## config.mk

```make
export PLATFORM = sky130hd
export DESIGN_NAME = g_rrarb3
export DESIGN_NICKNAME = d
export VERILOG_FILES = /design/src/rtl/g_rrarb3_pkg.sv /design/src/rtl/g_rrarb3_pick.sv /design/src/rtl/g_rrarb3.sv
export SDC_FILE = /design/constraint.sdc
export NUM_CORES = 1
export LEC_CHECK = 0
export CORE_AREA = 2 2 39 41
export CTS_CLUSTER_SIZE = 12
export DETAILED_ROUTE_END_ITERATION = 12
export DIE_AREA = 0 0 41 43
export HOLD_SLACK_MARGIN = 0.12
export PLACE_DENSITY = 0.58
export SLEW_MARGIN = 20
export SYNTH_ARGS = -nofsm -noshare
export SYNTH_HDL_FRONTEND = slang
export SYNTH_SLANG_ARGS = --single-unit
```

## constraint.sdc

```tcl
create_clock -name CK -period 2.02 [get_ports CK]
set_clock_uncertainty 0.2 [all_clocks]
set_input_delay 0.202 -clock CK [delete_from_list [all_inputs] [get_ports CK]]
set_output_delay 0.202 -clock CK [all_outputs]
set_load 0.005 [all_outputs]
```

## src/rtl/g_rrarb3_pkg.sv

```systemverilog
// g_rrarb3_pkg -- shared definitions for the three-way round-robin arbiter.
// Holds the FSM state encoding, the requester index constants and a small
// one-hot to index helper used by the arbiter top.
package g_rrarb3_pkg;

  // Arbiter FSM states: IDLE means no grant is held, GRANT means exactly one is.
  typedef enum logic {
    ST_IDLE  = 1'b0,
    ST_GRANT = 1'b1
  } state_e;

  // Requester indices; they also select bits in the 3-bit pending/grant vectors.
  localparam logic [1:0] REQ_A = 2'd0;
  localparam logic [1:0] REQ_B = 2'd1;
  localparam logic [1:0] REQ_C = 2'd2;

  // LAST resets to C so that the first rotation starts at A.
  localparam logic [1:0] LAST_RST = REQ_C;

  // Index of the asserted bit of a one-hot grant vector (A when all-zero).
  function automatic logic [1:0] onehot_to_idx(input logic [2:0] oh);
    logic [1:0] idx;
    if (oh[2]) begin
      idx = REQ_C;
    end else if (oh[1]) begin
      idx = REQ_B;
    end else begin
      idx = REQ_A;
    end
    return idx;
  endfunction

endpackage

```

## src/rtl/g_rrarb3_pick.sv

```systemverilog
// g_rrarb3_pick -- combinational rotate-priority pick.
// Returns a one-hot vector selecting the first pending requester in the
// order LAST+1, LAST+2, LAST (mod 3), or all-zero when nothing is pending.
module g_rrarb3_pick
  import g_rrarb3_pkg::*;
(
  input  logic [2:0] pend_i,
  input  logic [1:0] last_i,
  output logic [2:0] grant_o
);

  // Priority search starting just after the last served requester.
  always_comb begin
    // NOTE: the default assignment up front keeps every path driven, so no latch is inferred.
    grant_o = 3'b000;
    case (last_i)
      REQ_A: begin
        if (pend_i[REQ_B])      grant_o = 3'b010;
        else if (pend_i[REQ_C]) grant_o = 3'b100;
        else if (pend_i[REQ_A]) grant_o = 3'b001;
      end
      REQ_B: begin
        if (pend_i[REQ_C])      grant_o = 3'b100;
        else if (pend_i[REQ_A]) grant_o = 3'b001;
        else if (pend_i[REQ_B]) grant_o = 3'b010;
      end
      default: begin
        if (pend_i[REQ_A])      grant_o = 3'b001;
        else if (pend_i[REQ_B]) grant_o = 3'b010;
        else if (pend_i[REQ_C]) grant_o = 3'b100;
      end
    endcase
  end

endmodule

```

## src/rtl/g_rrarb3.sv

```systemverilog
// g_rrarb3 -- three-requester round-robin arbiter with registered grants.
// Requests AN/BN/CN are active-low; grants YA/YB/YC and BUSY are active-high.
// A holder keeps its grant until it releases; on release the grant moves
// straight to the next pending requester with no idle bubble.
// Optional feature: define G_RRARB3_TIMEOUT_EN to add a hold counter that
// forces rotation after HOLD_MAX cycles when another requester is waiting.
module g_rrarb3
  import g_rrarb3_pkg::*;
#(
  parameter int HOLD_MAX = 15,
  parameter int CW       = 8
) (
  input  logic CK,
  input  logic RN,
  input  logic AN,
  input  logic BN,
  input  logic CN,
  output logic YA,
  output logic YB,
  output logic YC,
  output logic BUSY
);

  state_e     state_q, state_d;
  logic [2:0] grant_q, grant_d;
  logic [1:0] last_q, last_d;
  logic       busy_q, busy_d;

  logic [2:0] pend;
  logic [2:0] pend_others;
  logic [1:0] holder_idx;
  logic       held;
  logic       expire;
  logic       rotate;
  logic [2:0] pick_pend;
  logic [1:0] pick_last;
  logic [2:0] pick_grant;

  assign pend        = ~{CN, BN, AN};
  assign pend_others = pend & ~grant_q;
  assign holder_idx  = onehot_to_idx(grant_q);
  assign held        = |(pend & grant_q);

`ifdef G_RRARB3_TIMEOUT_EN
  logic [CW-1:0] cnt_q, cnt_d;

  // Timeout only revokes when someone else is actually waiting.
  assign expire = (cnt_q == CW'(HOLD_MAX)) && (|pend_others);

  // Hold counter: cleared on every new grant, saturating at HOLD_MAX.
  always_comb begin
    cnt_d = cnt_q;
    if ((state_q == ST_IDLE) || rotate) begin
      cnt_d = '0;
    end else if (cnt_q != CW'(HOLD_MAX)) begin
      cnt_d = cnt_q + 1'b1;
    end
  end

  // Hold counter register.
  always_ff @(posedge CK or negedge RN) begin
    if (!RN) begin
      cnt_q <= '0;
    end else begin
      cnt_q <= cnt_d;
    end
  end
`else
  logic [31:0] unused_cfg;

  // Without the timeout a grant is only ever given up by release.
  assign expire     = 1'b0;
  assign unused_cfg = 32'(HOLD_MAX) ^ 32'(CW);
`endif

  // A holder leaves on release or on timeout expiry.
  assign rotate = (state_q == ST_GRANT) && (!held || expire);

  // From IDLE search from LAST; on rotation search after the holder, excluding it.
  assign pick_pend = (state_q == ST_IDLE) ? pend   : pend_others;
  assign pick_last = (state_q == ST_IDLE) ? last_q : holder_idx;

  g_rrarb3_pick u_pick (
    .pend_i  (pick_pend),
    .last_i  (pick_last),
    .grant_o (pick_grant)
  );

  // FSM state register.
  always_ff @(posedge CK or negedge RN) begin
    if (!RN) begin
      state_q <= ST_IDLE;
    end else begin
      // NOTE: sequential state uses non-blocking assignments so all registers update from pre-edge values.
      state_q <= state_d;
    end
  end

  // FSM next state: enter GRANT on any request, leave only when nobody is left.
  always_comb begin
    state_d = state_q;
    case (state_q)
      ST_IDLE:  if (|pend) state_d = ST_GRANT;
      ST_GRANT: if (rotate && !(|pend_others)) state_d = ST_IDLE;
      default:  state_d = ST_IDLE;
    endcase
  end

  // FSM outputs: next grant vector, LAST update and BUSY.
  always_comb begin
    grant_d = grant_q;
    last_d  = last_q;
    case (state_q)
      ST_IDLE: begin
        grant_d = pick_grant;
      end
      ST_GRANT: begin
        if (rotate) begin
          grant_d = pick_grant;
          last_d  = holder_idx;
        end
      end
      default: begin
        grant_d = 3'b000;
      end
    endcase
    busy_d = |grant_d;
  end

  // Grant, LAST and BUSY registers; reset drops any grant immediately.
  always_ff @(posedge CK or negedge RN) begin
    if (!RN) begin
      grant_q <= 3'b000;
      last_q  <= LAST_RST;
      busy_q  <= 1'b0;
    end else begin
      grant_q <= grant_d;
      last_q  <= last_d;
      busy_q  <= busy_d;
    end
  end

  assign YA   = grant_q[REQ_A];
  assign YB   = grant_q[REQ_B];
  assign YC   = grant_q[REQ_C];
  assign BUSY = busy_q;

endmodule
```

# Yosys cells after proc, flatten, opt, wreduce, memory -nomap -nowiden
# Cells that the tools add are included.
# word_totals
reg_bits	7
input_bits	5
out_inout_bits	4
wordCells	39
# op_classes
eq_ne	1
n_mux	19
bitwise_logic	5
n_reduce_logical	10
# ops
op	n
two-way mux 3 bit	9
one-hot mux 3 bit (2 select lines)	2
OR reduction 3 bit	4
bitwise AND 3 bit	2
two-way mux 2 bit	3
inverter 3 bit	2
two-way mux 1 bit	4
equality test 2 x 1 -> 1 bit (second input constant)	1
logical AND 1 bit	2
logical NOT 1 bit	2
logical NOT 2 bit	1
one-hot mux 1 bit (2 select lines)	1
AND reduction 2 bit	1
inverter 1 bit	1

# Logic depth before layout (Yosys ltp)
# logic_depth
depth_word	10
ltp_mapped	5
depth_no_buf	4

# Hierarchy
# Synthesis repeated with hierarchy kept, for this count alone.
# unflattened
cells_unflattened	43
area_unflattened_um2	441.7
# by_module_without_submodules
mod	instances	cells_each	area_each_um2	seq_area_each_um2
g_rrarb3	1	36	390.4	176.4
g_rrarb3_pick	1	7	51.3	0.0

# Worst setup path after synthesis
# Ideal clock, no wire load.
# synth_timing
path_kind	register -> register
from	register grant_q[2]
to	register busy_q, in the netlist BUSY
setup_ps	140
arrival_ps	1298
required_ps	1680
path_slack_ps	382
stages_incl_launch_ff	5
path_buffers	0
period_less_slack_ps	1638
cell_sequence	dfrtp_1 > nor2b_1 > o31ai_4 > o2111a_1 > o221ai_1
# synth_between
elab_chain_cells	10
word_cells_on_any_way	21
cone_classes	eq/ne (1); mux (12); bitwise (3); reduce/logical (5)
# synth_rtl
item	line_no	rtl
start, declared	g_rrarb3.sv:25	logic [2:0] grant_q, grant_d;
start signal, assigned	g_rrarb3.sv:137	grant_q <= grant_d;
inverter 3 bit	g_rrarb3.sv:40	assign pend_others = pend & ~grant_q;
bitwise AND 3 bit	g_rrarb3.sv:40	
two-way mux 3 bit	g_rrarb3.sv:80	assign pick_pend = (state_q == ST_IDLE) ? pend : pend_others;
two-way mux 3 bit	g_rrarb3_pick.sv:30	else if (pend_i[REQ_C]) grant_o = 3'b100;
two-way mux 3 bit	g_rrarb3_pick.sv:29	else if (pend_i[REQ_B]) grant_o = 3'b010;
two-way mux 3 bit	g_rrarb3_pick.sv:28	if (pend_i[REQ_A]) grant_o = 3'b001;
one-hot mux 3 bit (2 select lines)	g_rrarb3_pick.sv:16	case (last_i)
two-way mux 3 bit	g_rrarb3.sv:118	if (rotate) begin
one-hot mux 3 bit (2 select lines) (*)	g_rrarb3.sv:113	case (state_q)
OR reduction 3 bit (*)	g_rrarb3.sv:127	busy_d = |grant_d;
named net busy_d	g_rrarb3.sv:27	logic busy_q, busy_d;
end signal, assigned	g_rrarb3.sv:139	busy_q <= busy_d;
end, declared	g_rrarb3.sv:27	
# Mark *: on every way through the listed nets, which the timed path passes. The rest lies on a longest branch.
# A chain may end at the register's enable or synchronous reset.

# Final worst setup path
# Ends and elaborated chain as after synthesis.

==> summary.txt <==
Pwr
  – Power Dens Cells: about 1400 nW/um2
  – Leak Pwr: about 0.24 nW
  – Max IR drop VDD: between 0.6 and 0.7 mV

Die
  – Die Area: about 1800 um2
  – Boundary pin count: 9
  – Starting density of the core: 0.316
  – Core area: approximately 1400 um2
  – Standard-cell row count: 14
  – Die outline width: about 40 um
  – Die height: between 40 and 50 um

Clocking
  – CTS tree: built
  – Clock sinks: 7
  – CTS H-tree depth: 1
  – Clk buf depth: 2
  – Worst-path clk slew: around 0.05 ns
  – CTS Buf Count: 3
  – Insertion delay to the later sink of the worst-skew pair: roughly 0.25 ns
  – # resized after CTS: 0
  – Root Buffer: clkbuf_4

Detailed routing
  – Routed Wire Length: about 990 um
  – Antenna-violating nets left: 0
  – Avg WL per Cell: 13.1 um
  – DRT Pass-1 Iters: 2
  – Via density: approximately 5.3
  – Drt initial violations: 3
  – DRC Markers: 0
  – Routed vias: 400

STA
  – Tcrit/Tclk final: 0.876
  – Max Fclk: between 500 and 600 MHz
  – Fin Setup TNS: 0 ns
  – RSZ-0062 raised after global routing: no
  – Final setup violation count: 0
  – Slew HR: 0.773
  – Worst-margin pin slew: between 0.3 and 0.4 ns
  – Max-slew violation count: 0
  – Final worst slack: about 0.25 ns
  – Period minus WS final: 1.77 ns
  – Final Hold Violating Endpoints: 0

Synthesis
  – Cell taking the most area after synthesis: dfrtp_1
  – Gate count of the mapped netlist: 45
  – Area share of the largest cell type after synthesis: 0.344
  – Fraction of registers with async set/reset: 1.00
  – Area contributors post-synth: dfrtp_1, dfstp_2, o31ai_4
  – Avg Inst Size Synth: 9.70 um2
  – Syn_nets: 50
  – Synth Cell Area: 437 um2
  – Post-synth EDFFs: 0
  – Library cells used by synthesis: 25
  – Yosys reg bits: 7
  – Register area share after synthesis: 0.404
  – Most frequent cell after synthesis: dfrtp_1
  – Yosys warning count: 0
  – Synth Flop Type: dfrtp_1
  – Commonest cells post-synth: dfrtp_1, nor2_1, o21ai_0, nor2b_1, nor3_1

Critical path
  – Critical-path maximum fanout: 7
  – CP required: between 1.5 and 2 ns
  – R2r setup slk: roughly 0.25 ns
  – R2r endpoint: BUSY
  – Critical Path AT: about 1.7 ns
  – CP delay by family, top: simple AND/OR/NAND/NOR gates
  – Buf+Inv Stages, Crit Path: 1
  – CP peak stage delay: 0.47 ns
  – CP Cell Sequence: nor2b_1, o31ai_4, buf_4, nor3_1, o221ai_1
  – CP endpoint kind: flip-flop
  – Worst r2r path cells: 5
  – Crit path kind: reg -> reg
  – CP max-delay cell: dfrtp_1
  – Crit start category: flip-flop
  – RR Startpoint: grant_q[2]

Finish
  – Fillcell total: between 100 and 150
  – P&R area growth vs syn: 33.8%
  – N_diodes: 0
  – Layout cell share with drive strength beyond 1: 0.167
  – Nets: between 60 and 70

Global route
  – Pin count of the biggest net entering global routing: 12
  – All-Layer GR Usage: 0.158
  – Total global routing overflow: 0
  – First-pass GRT wire length: between 1500 and 2000 um
  – Vias in the first global route: about 430
  – Initial antenna violation count: 0

Min path
  – Hold Crit Class: reg -> reg
  – Hold Path End: last_q[1]
  – Hold path start: last_q[1]
  – Worst hold path cell count: 2

Status
  – Status: complete, no violations

Place
  – GPL Wtd Cong: between 0.7 and 0.8
  – PortBufs: 8
  – Pre-CTS WS: 0.0812 ns
  – DP Wirelength: ~680 um

Flow run
  – Max-Cap Viols: 0
-- per-stage QoR --
stage          hold slack, ns  total power (W)  utilization  cells  area (um2)
2_1_floorplan          -0.294         0.000561            -     45         437
3_3_place_gp            0.274         0.000699        0.396     71         548
3_5_place_dp            0.274         0.000698        0.396     71         548
4_1_cts                 0.350         0.000844        0.422     76         584
5_1_grt                 0.373         0.000913        0.422     76         584
6_report                0.341         0.000833        0.422     76         584
-- power breakdown --
group          switching, W  leakage [nW]  internal [W]
clock network     0.0000483        0.0150     0.0000752
logic              0.000181         0.145      0.000229
registers         0.0000890        0.0836      0.000210
-- cell families (layout without fill, tap and decap cells) --
logic type	count (synthesis)	after routing	share of synthesized area
AND/OR/NAND/NOR	18	18	0.224
flip-flops	7	7	0.404
AO/OA/AOI/OAI	15	15	0.281
buffers and inverters	3	18	0.0430
multiplexers	2	2	0.0487
-- timing repair --
action / 4_1_cts / 5_1_grt
hold buffers: 1 / 0
endpoints found under the hold margin: 6 / 0
buffers inserted: 0 / 0
-- registers in the layout (all words and copies together) (netlist names) --
register  flops
last_q        2
state_q       1
BUSY          1
grant_q       3
-- cell usage in the layout (no fill, tap or decap), drive strengths merged --
cell type and instances:
a21o 2, a21oi 2, a221o 1, a22o 1
and2 1, and2b 1, buf 3, clkbuf 4
clkdlybuf4s50 8, dfrtp 6, dfstp 1, dlygate4sd3 1
inv 2, mux2 1, mux2i 1, nand2 2
nand2b 1, nand4 1, nor2 4, nor2b 3
nor3 3, nor3b 2, o2111a 1, o21ai 4
o21bai 1, o221ai 2, o31ai 1
-- worst register-to-register path, delay by kind of cell (launching register included) --
family | cells | cell delay (ns)
simple gates | 2 | 0.49
flops | 1 | 0.47
compound gates | 2 | 0.29
buf+inv | 1 | 0.18
-- how the worst max path moves through the flow --
stage               depth (start not counted)  startpoint  slack [ns]  endpoint
detailed placement                          6          AN        0.08   state_q
floorplan                                   4  grant_q[2]        0.38      BUSY
CTS                                         5  grant_q[2]        0.24      BUSY
global placement                            5          BN        0.09      BUSY
global route                                5  grant_q[2]        0.12      BUSY
finish                                      5  grant_q[2]        0.25      BUSY
-- routing by layer --
metal  up-vias  part of all wire  GRT usage
met4         0             0.020      0.133
li1        197                 -          -
met5         -                 0          0
met1       189              0.44      0.194
met3         4             0.046     0.0366
met2        10              0.49      0.219
-- layout make-up --
cell class                      count  area (um2)  area share
Multi-Input combinational cell     35         241       0.413
Sequential cell                     7         176       0.302
Timing Repair Buffer               12         113       0.193
Clock buffer                        4        26.3      0.0450
Tap cell                           16        20.0      0.0343
Inverter                            2        7.51      0.0128
Power figures use the tool's default switching activity.
